`src/rtl/mux_arbiter_if.sv`:
```
// Requester/output bundle shared by the two-way mux arbiter and its users.
// Latency and backpressure are set by the arbiter; this file only groups the signals.
interface mux_arbiter_if #(
    parameter int WIDTH = 1
);
    logic             req0;
    logic             req1;
    logic [WIDTH-1:0] line0;
    logic [WIDTH-1:0] line1;
    logic             grant0;
    logic             grant1;
    logic             select;
    logic [WIDTH-1:0] out;
    logic             out_valid;

    modport master (
        output req0, req1, line0, line1,
        input  grant0, grant1, select, out, out_valid
    );

    modport slave (
        input  req0, req1, line0, line1,
        output grant0, grant1, select, out, out_valid
    );
endinterface

```
`src/rtl/mux_arbiter.sv`:
```
// Two-way round-robin mux arbiter; a grant is capped at MAX_HOLD cycles under contention.
// Latency: 1 cycle req->grant; backpressure: none, a losing requester simply waits.
module mux_arbiter #(
    parameter int WIDTH    = 1,
    parameter int MAX_HOLD = 4
) (
    input  logic           clk,
    input  logic           rst_n,
    mux_arbiter_if.slave   bus
);
    localparam int HW = (MAX_HOLD > 1) ? $clog2(MAX_HOLD) : 1;
    localparam logic [HW-1:0] HOLD_LAST = HW'(MAX_HOLD - 1);

    typedef enum logic [1:0] {
        IDLE = 2'd0,
        G0   = 2'd1,
        G1   = 2'd2
    } state_t;

    state_t        state, state_nxt;
    logic [HW-1:0] hold_cnt, hold_nxt;
    logic          last_served, last_nxt;
    logic          select_q, select_nxt;

    always_ff @(posedge clk or negedge rst_n) begin
        if (!rst_n) begin
            state       <= IDLE;
            hold_cnt    <= '0;
            last_served <= 1'b1;
            select_q    <= 1'b0;
        end else begin
            state       <= state_nxt;
            hold_cnt    <= hold_nxt;
            last_served <= last_nxt;
            select_q    <= select_nxt;
        end
    end

    always_comb begin
        state_nxt  = state;
        hold_nxt   = hold_cnt;
        last_nxt   = last_served;
        select_nxt = select_q;

        unique case (state)
            IDLE: begin
                if (bus.req0 && bus.req1) state_nxt = last_served ? G0 : G1;
                else if (bus.req0)        state_nxt = G0;
                else if (bus.req1)        state_nxt = G1;
            end
            G0: begin
                if (!bus.req0)                          state_nxt = bus.req1 ? G1 : IDLE;
                else if (bus.req1 && hold_cnt == HOLD_LAST) state_nxt = G1;
            end
            G1: begin
                if (!bus.req1)                          state_nxt = bus.req0 ? G0 : IDLE;
                else if (bus.req0 && hold_cnt == HOLD_LAST) state_nxt = G0;
            end
            default: state_nxt = IDLE;
        endcase

        // Any entry into a grant state restarts tenure; staying put saturates it.
        if (state_nxt != state && state_nxt != IDLE) begin
            hold_nxt   = '0;
            last_nxt   = (state_nxt == G1);
            select_nxt = (state_nxt == G1);
        end else if (state_nxt != IDLE && hold_cnt != HOLD_LAST) begin
            hold_nxt   = hold_cnt + HW'(1);
        end
    end

    assign bus.grant0    = (state == G0);
    assign bus.grant1    = (state == G1);
    assign bus.select    = select_q;
    assign bus.out_valid = bus.grant0 | bus.grant1;
    assign bus.out       = bus.grant0 ? bus.line0 :
                           bus.grant1 ? bus.line1 : '0;
endmodule

```
`src/flat_wrapper.sv`:
```
// flat-port wrapper written by rule: the top's interface ports become plain ports
module mux_arbiter_flat 
#(
    parameter int WIDTH    = 1,
    parameter int MAX_HOLD = 4
)
  (clk, rst_n, bus_req0, bus_req1, bus_line0, bus_line1, bus_grant0, bus_grant1, bus_select, bus_out, bus_out_valid);
  mux_arbiter_if #(.WIDTH(WIDTH)) bus_i ();
  input  logic clk;
  input  logic rst_n;
  input wire logic [$bits(bus_i.req0)-1:0] bus_req0;
  input wire logic [$bits(bus_i.req1)-1:0] bus_req1;
  input wire logic [$bits(bus_i.line0)-1:0] bus_line0;
  input wire logic [$bits(bus_i.line1)-1:0] bus_line1;
  output wire logic [$bits(bus_i.grant0)-1:0] bus_grant0;
  output wire logic [$bits(bus_i.grant1)-1:0] bus_grant1;
  output wire logic [$bits(bus_i.select)-1:0] bus_select;
  output wire logic [$bits(bus_i.out)-1:0] bus_out;
  output wire logic [$bits(bus_i.out_valid)-1:0] bus_out_valid;
  assign bus_i.req0 = bus_req0;
  assign bus_i.req1 = bus_req1;
  assign bus_i.line0 = bus_line0;
  assign bus_i.line1 = bus_line1;
  assign bus_grant0 = bus_i.grant0;
  assign bus_grant1 = bus_i.grant1;
  assign bus_select = bus_i.select;
  assign bus_out = bus_i.out;
  assign bus_out_valid = bus_i.out_valid;
  mux_arbiter #(.WIDTH(WIDTH), .MAX_HOLD(MAX_HOLD)) u_core (.clk(clk), .rst_n(rst_n), .bus(bus_i));
endmodule
```
`config.mk`:
```
export PLATFORM = sky130hd
export DESIGN_NAME = mux_arbiter_flat
export DESIGN_NICKNAME = d
export VERILOG_FILES = /design/src/rtl/mux_arbiter_if.sv /design/src/rtl/mux_arbiter.sv /design/src/flat_wrapper.sv
export SDC_FILE = /design/constraint.sdc
export NUM_CORES = 1
export LEC_CHECK = 0
export ABC_AREA = 1
export CAP_MARGIN = 20
export CELL_PAD_IN_SITES_DETAIL_PLACEMENT = 1
export CELL_PAD_IN_SITES_GLOBAL_PLACEMENT = 1
export CORE_MARGIN = 2
export CORE_UTILIZATION = 30
export DETAILED_ROUTE_END_ITERATION = 10
export PLACE_DENSITY_LB_ADDON = 0.1
export SYNTH_ARGS = -nofsm -noshare
export SYNTH_HDL_FRONTEND = slang
export SYNTH_SLANG_ARGS = --single-unit
```
`constraint.sdc`:
```
create_clock -name clk -period 1.5 [get_ports clk]
set_clock_uncertainty 0.05 [all_clocks]
set_input_delay 0.3 -clock clk [delete_from_list [all_inputs] [get_ports clk]]
set_output_delay 0.3 -clock clk [all_outputs]
set_load 0.05 [all_outputs]
```
==> results.toml <==
[status]
run_status = "finished with violations"
violations = "setup timing"

[placement]
gp_routability_congestion = 0.7090
post_dp_cell_area_sq_um = 757.0
place_inst = 104
place_hpwl_mm = 1.014
io_buffers = 10

[logic_synthesis]
netlist_top_cells_count = "sky130_fd_sc_hd__nand2_1, sky130_fd_sc_hd__inv_1, sky130_fd_sc_hd__nand3_1"
synth_fp_nets = 80
syn-cell-area_sq_um = 489.2
synth.most_common_cell = "sky130_fd_sc_hd__nand2_1"
synth_top_cell_by_area = "sky130_fd_sc_hd__dfrtp_1"
synthArstFlopShare_pct = 100.0
yosysWarningCount = 0
yosys.area.top_type_share_pct = 25.58
netlist_instances = 69
postSynthRegisterBits = 6
ys_types = 13
yosys.area_share.adder_pct = 12.79
post_synth_xor_area_fraction_pct = 0
synth_top_family_by_area = "simple AND/OR/NAND/NOR gates"
seq_area_frac_synth_pct = 30.95
synth_compound_area_share_pct = 2.558
post_synth_main_area_contributors = "sky130_fd_sc_hd__dfrtp_1, sky130_fd_sc_hd__nand2_1, sky130_fd_sc_hd__ha_1, sky130_fd_sc_hd__nand3_1, sky130_fd_sc_hd__inv_1"
synth-edff-count = 0
synth_simple_gate_area_share_pct = 44.50
ys_dominant_reg_cell = "sky130_fd_sc_hd__dfrtp_1"
syn_avg_cell_area_sq_um = 7.090
synth.mux.area_fraction_pct = 0

[timing]
timing.final.setup_violations = 8
worst_slack_setup_final_ns = -0.1456
report.final.slew_viol_count = 0
final_min_period_over_clock_period_pct = 109.7
finalSetupTns_ns = -0.7844
final-hold-violation-count = 0
slew_headroom_pct = 82.20
layout_min_cycle_time_ns = 1.646
tightestPinTransition_ns = 0.2662
maxClockFrequency_ghz = 0.6077
unrepaired_setup_endpoints_after_global_routing = "yes"

[global_route]
busiest_metal_layer_after_global_routing = "met2"
global_route.usage.met2_pct = 26.76
initial_antenna_violation_count = 0
grt_overflow_total = 0
grt_pass1_vias = 533
grt_max_degree = 8
global_route_wire_length_before_repair_mm = 2.428
grt.met1_usage_pct = 23.54
grtUsageTotal_pct = 17.88
grt_use_met3_pct = 6.122

[setup_path]
crit_required_ns = 1.15
cp_cell_sequence = "inv_2, ha_4, inv_2, buf_6, nand3_2, nand2_2, buf_12"
cp_slowest_stage_delay_ns = 0.43
cpMostUsedCell = "sky130_fd_sc_hd__inv_2"
worst-path-max-fanout = 2
startpoint_type = "flop"
setup.worst_path.end_class = "output pin"
critical_path_class = "reg -> out"
crit_path_top_delay_cell = "sky130_fd_sc_hd__dfrtp_2"
worstPathArrival_ns = 1.30

[detailed_routing]
antenna_violating_nets_post_route = 0
post_detailed_route_drc_marker_count = 0
drt_pre_antenna_iters = 4
vias_per_cell = 4.807
drt_iter0_drc = 6
drt-total-wl_mm = 1.485
wl_per_cell_microns = 13.03
detailroute.via_count = 548

[layout]
reg_area_sq_um = 153.9
footprint_of_the_multi_input_gates_sq_um = 407.9
stdcell_count = 114
layout.cell_area.non_filler_sq_um = 924.6
finalNetCount = 110
drive_above_1_share_pct = 61.22
antennaDiodeCount = 0
syn_to_final_growth_pct = 89.00
post-route-util_pct = 60.67
fillCellCount = 175

[clocking]
cts_hold_buf = 0
clk_pin_slew_worst_paths_ns = 0.05
ctsHtreeMaxLevel = 1
cts.sink_count = 6
clock_insertion_delay_worst_skew_ns = 0.25
clk_tree_root_cell = "sky130_fd_sc_hd__clkbuf_4"
cts.path.max_buffers = 2
cts_made_buffers = 3
tritoncts_clock_tree = "done"

[floorplanning]
ios = 11
die_area_sq_um = 1970
placeableCoreArea_sq_um = 1524
die_y_microns = 44.38
num_rows = 14
starting_density_of_the_core_pct = 32.10
chipWidth_microns = 44.38

[hold_path]
hold_path_class = "in -> async"

[pwr]
power_leakage_nw = 0.4520
p_int_mw = 1.219
swShare_pct = 47.70
total_power_mw = 2.331
share_seq_of_total_power_pct = 14.6
pwr_density_cell_nw_per_um2 = 2521
power.ir.vdd_worst_mv = 1.435
p_comb_share_pct = 78.2
power_switching_mw = 1.112
share_clk_of_total_power_pct = 7.2

[job]
cap_violations = 0
[metrics by stage]
| stage | worst slack (ns) | hold WS (ns) |
|---|---|---|
| 2_1_floorplan | -0.03283 | -0.04559 |
| 3_3_place_gp | -0.3218 | 0.4352 |
| 3_5_place_dp | -0.3607 | 0.4327 |
| 4_1_cts | -0.1540 | 0.2349 |
| 5_1_grt | -0.2004 | 0.2568 |
| 6_report | -0.1456 | 0.2317 |
[critical path: cells and delay by family, from the launching register on]
| kind | cells | cell delay, ns |
|---|---|---|
| DFF | 1 | 0.43 |
| buffers and inverters | 4 | 0.36 |
| and+or+nand+nor | 2 | 0.11 |
| adders and majority gates | 1 | 0.13 |
[path summary, 6_finish.rpt]
check                                         from                 end  slack [ns]  cells after the start
worst max-delay path               u_core.state[1]             bus_out       -0.15                      7
worst min-delay path                         rst_n  u_core.hold_cnt[0]        0.23                      1
worst max register to register     u_core.state[1]  u_core.hold_cnt[0]       -0.09                     13
worst min register to register  u_core.last_served  u_core.last_served        0.43                      2
max in group asynchronous                    rst_n  u_core.last_served        0.90                      1
min in group clk                u_core.last_served  u_core.last_served        0.43                      2
[cell usage in the layout, fill, tap and decap left out, drive strengths merged]
master,count
nand3,12
dfstp,1
o21ai,1
nand4,2
buf,20
dlygate4sd2,2
ha,5
clkdlybuf4s50,3
o211ai,1
inv,12
nor2,4
clkbuf,4
dfrtp,5
nand2,26
[cells by family (layout without fill, tap and decap cells)]
kind of cell    Yosys count  count (layout)
buf+inv                  12              41
simple gates             44              44
fa+ha+maj                 5               5
flops                     6               6
compound gates            2               2
[layout make-up]
type                            instances  share of cell area (%)
Multi-Input combinational cell         51                   44.11
Sequential cell                         6                   16.64
Timing Repair Buffer                   25                   29.36
Tap cell                               16                   2.165
Inverter                               12                   4.871
Clock buffer                            4                   2.842
[registers in the layout (all words and copies together) (netlist names)]
| register | flops |
|---|---|
| u_core.last_served | 1 |
| u_core.hold_cnt | 2 |
| u_core.bus.select | 1 |
| u_core.state | 2 |
[power by group through the flow]
stage,logic [mW],clock network [mW],registers [mW]
floorplan,0.817,0,0.372
global placement,1.44,0,0.348
detailed placement,1.47,0,0.350
CTS,1.63,0.175,0.324
global route,1.97,0.183,0.348
finish,1.82,0.168,0.341
[repair_timing]
item                                    CTS  global route
pin swaps                                 3            12
endpoints found under the setup margin    7             8
resized for setup                         7            20
buffers inserted                          6             0
[per-layer routing]
metal,up-vias,routed length [microns]
li1,275,-
met2,9,725
met5,-,0
met3,4,60
met1,260,671
met4,0,28
Power figures use the tool's default switching activity.
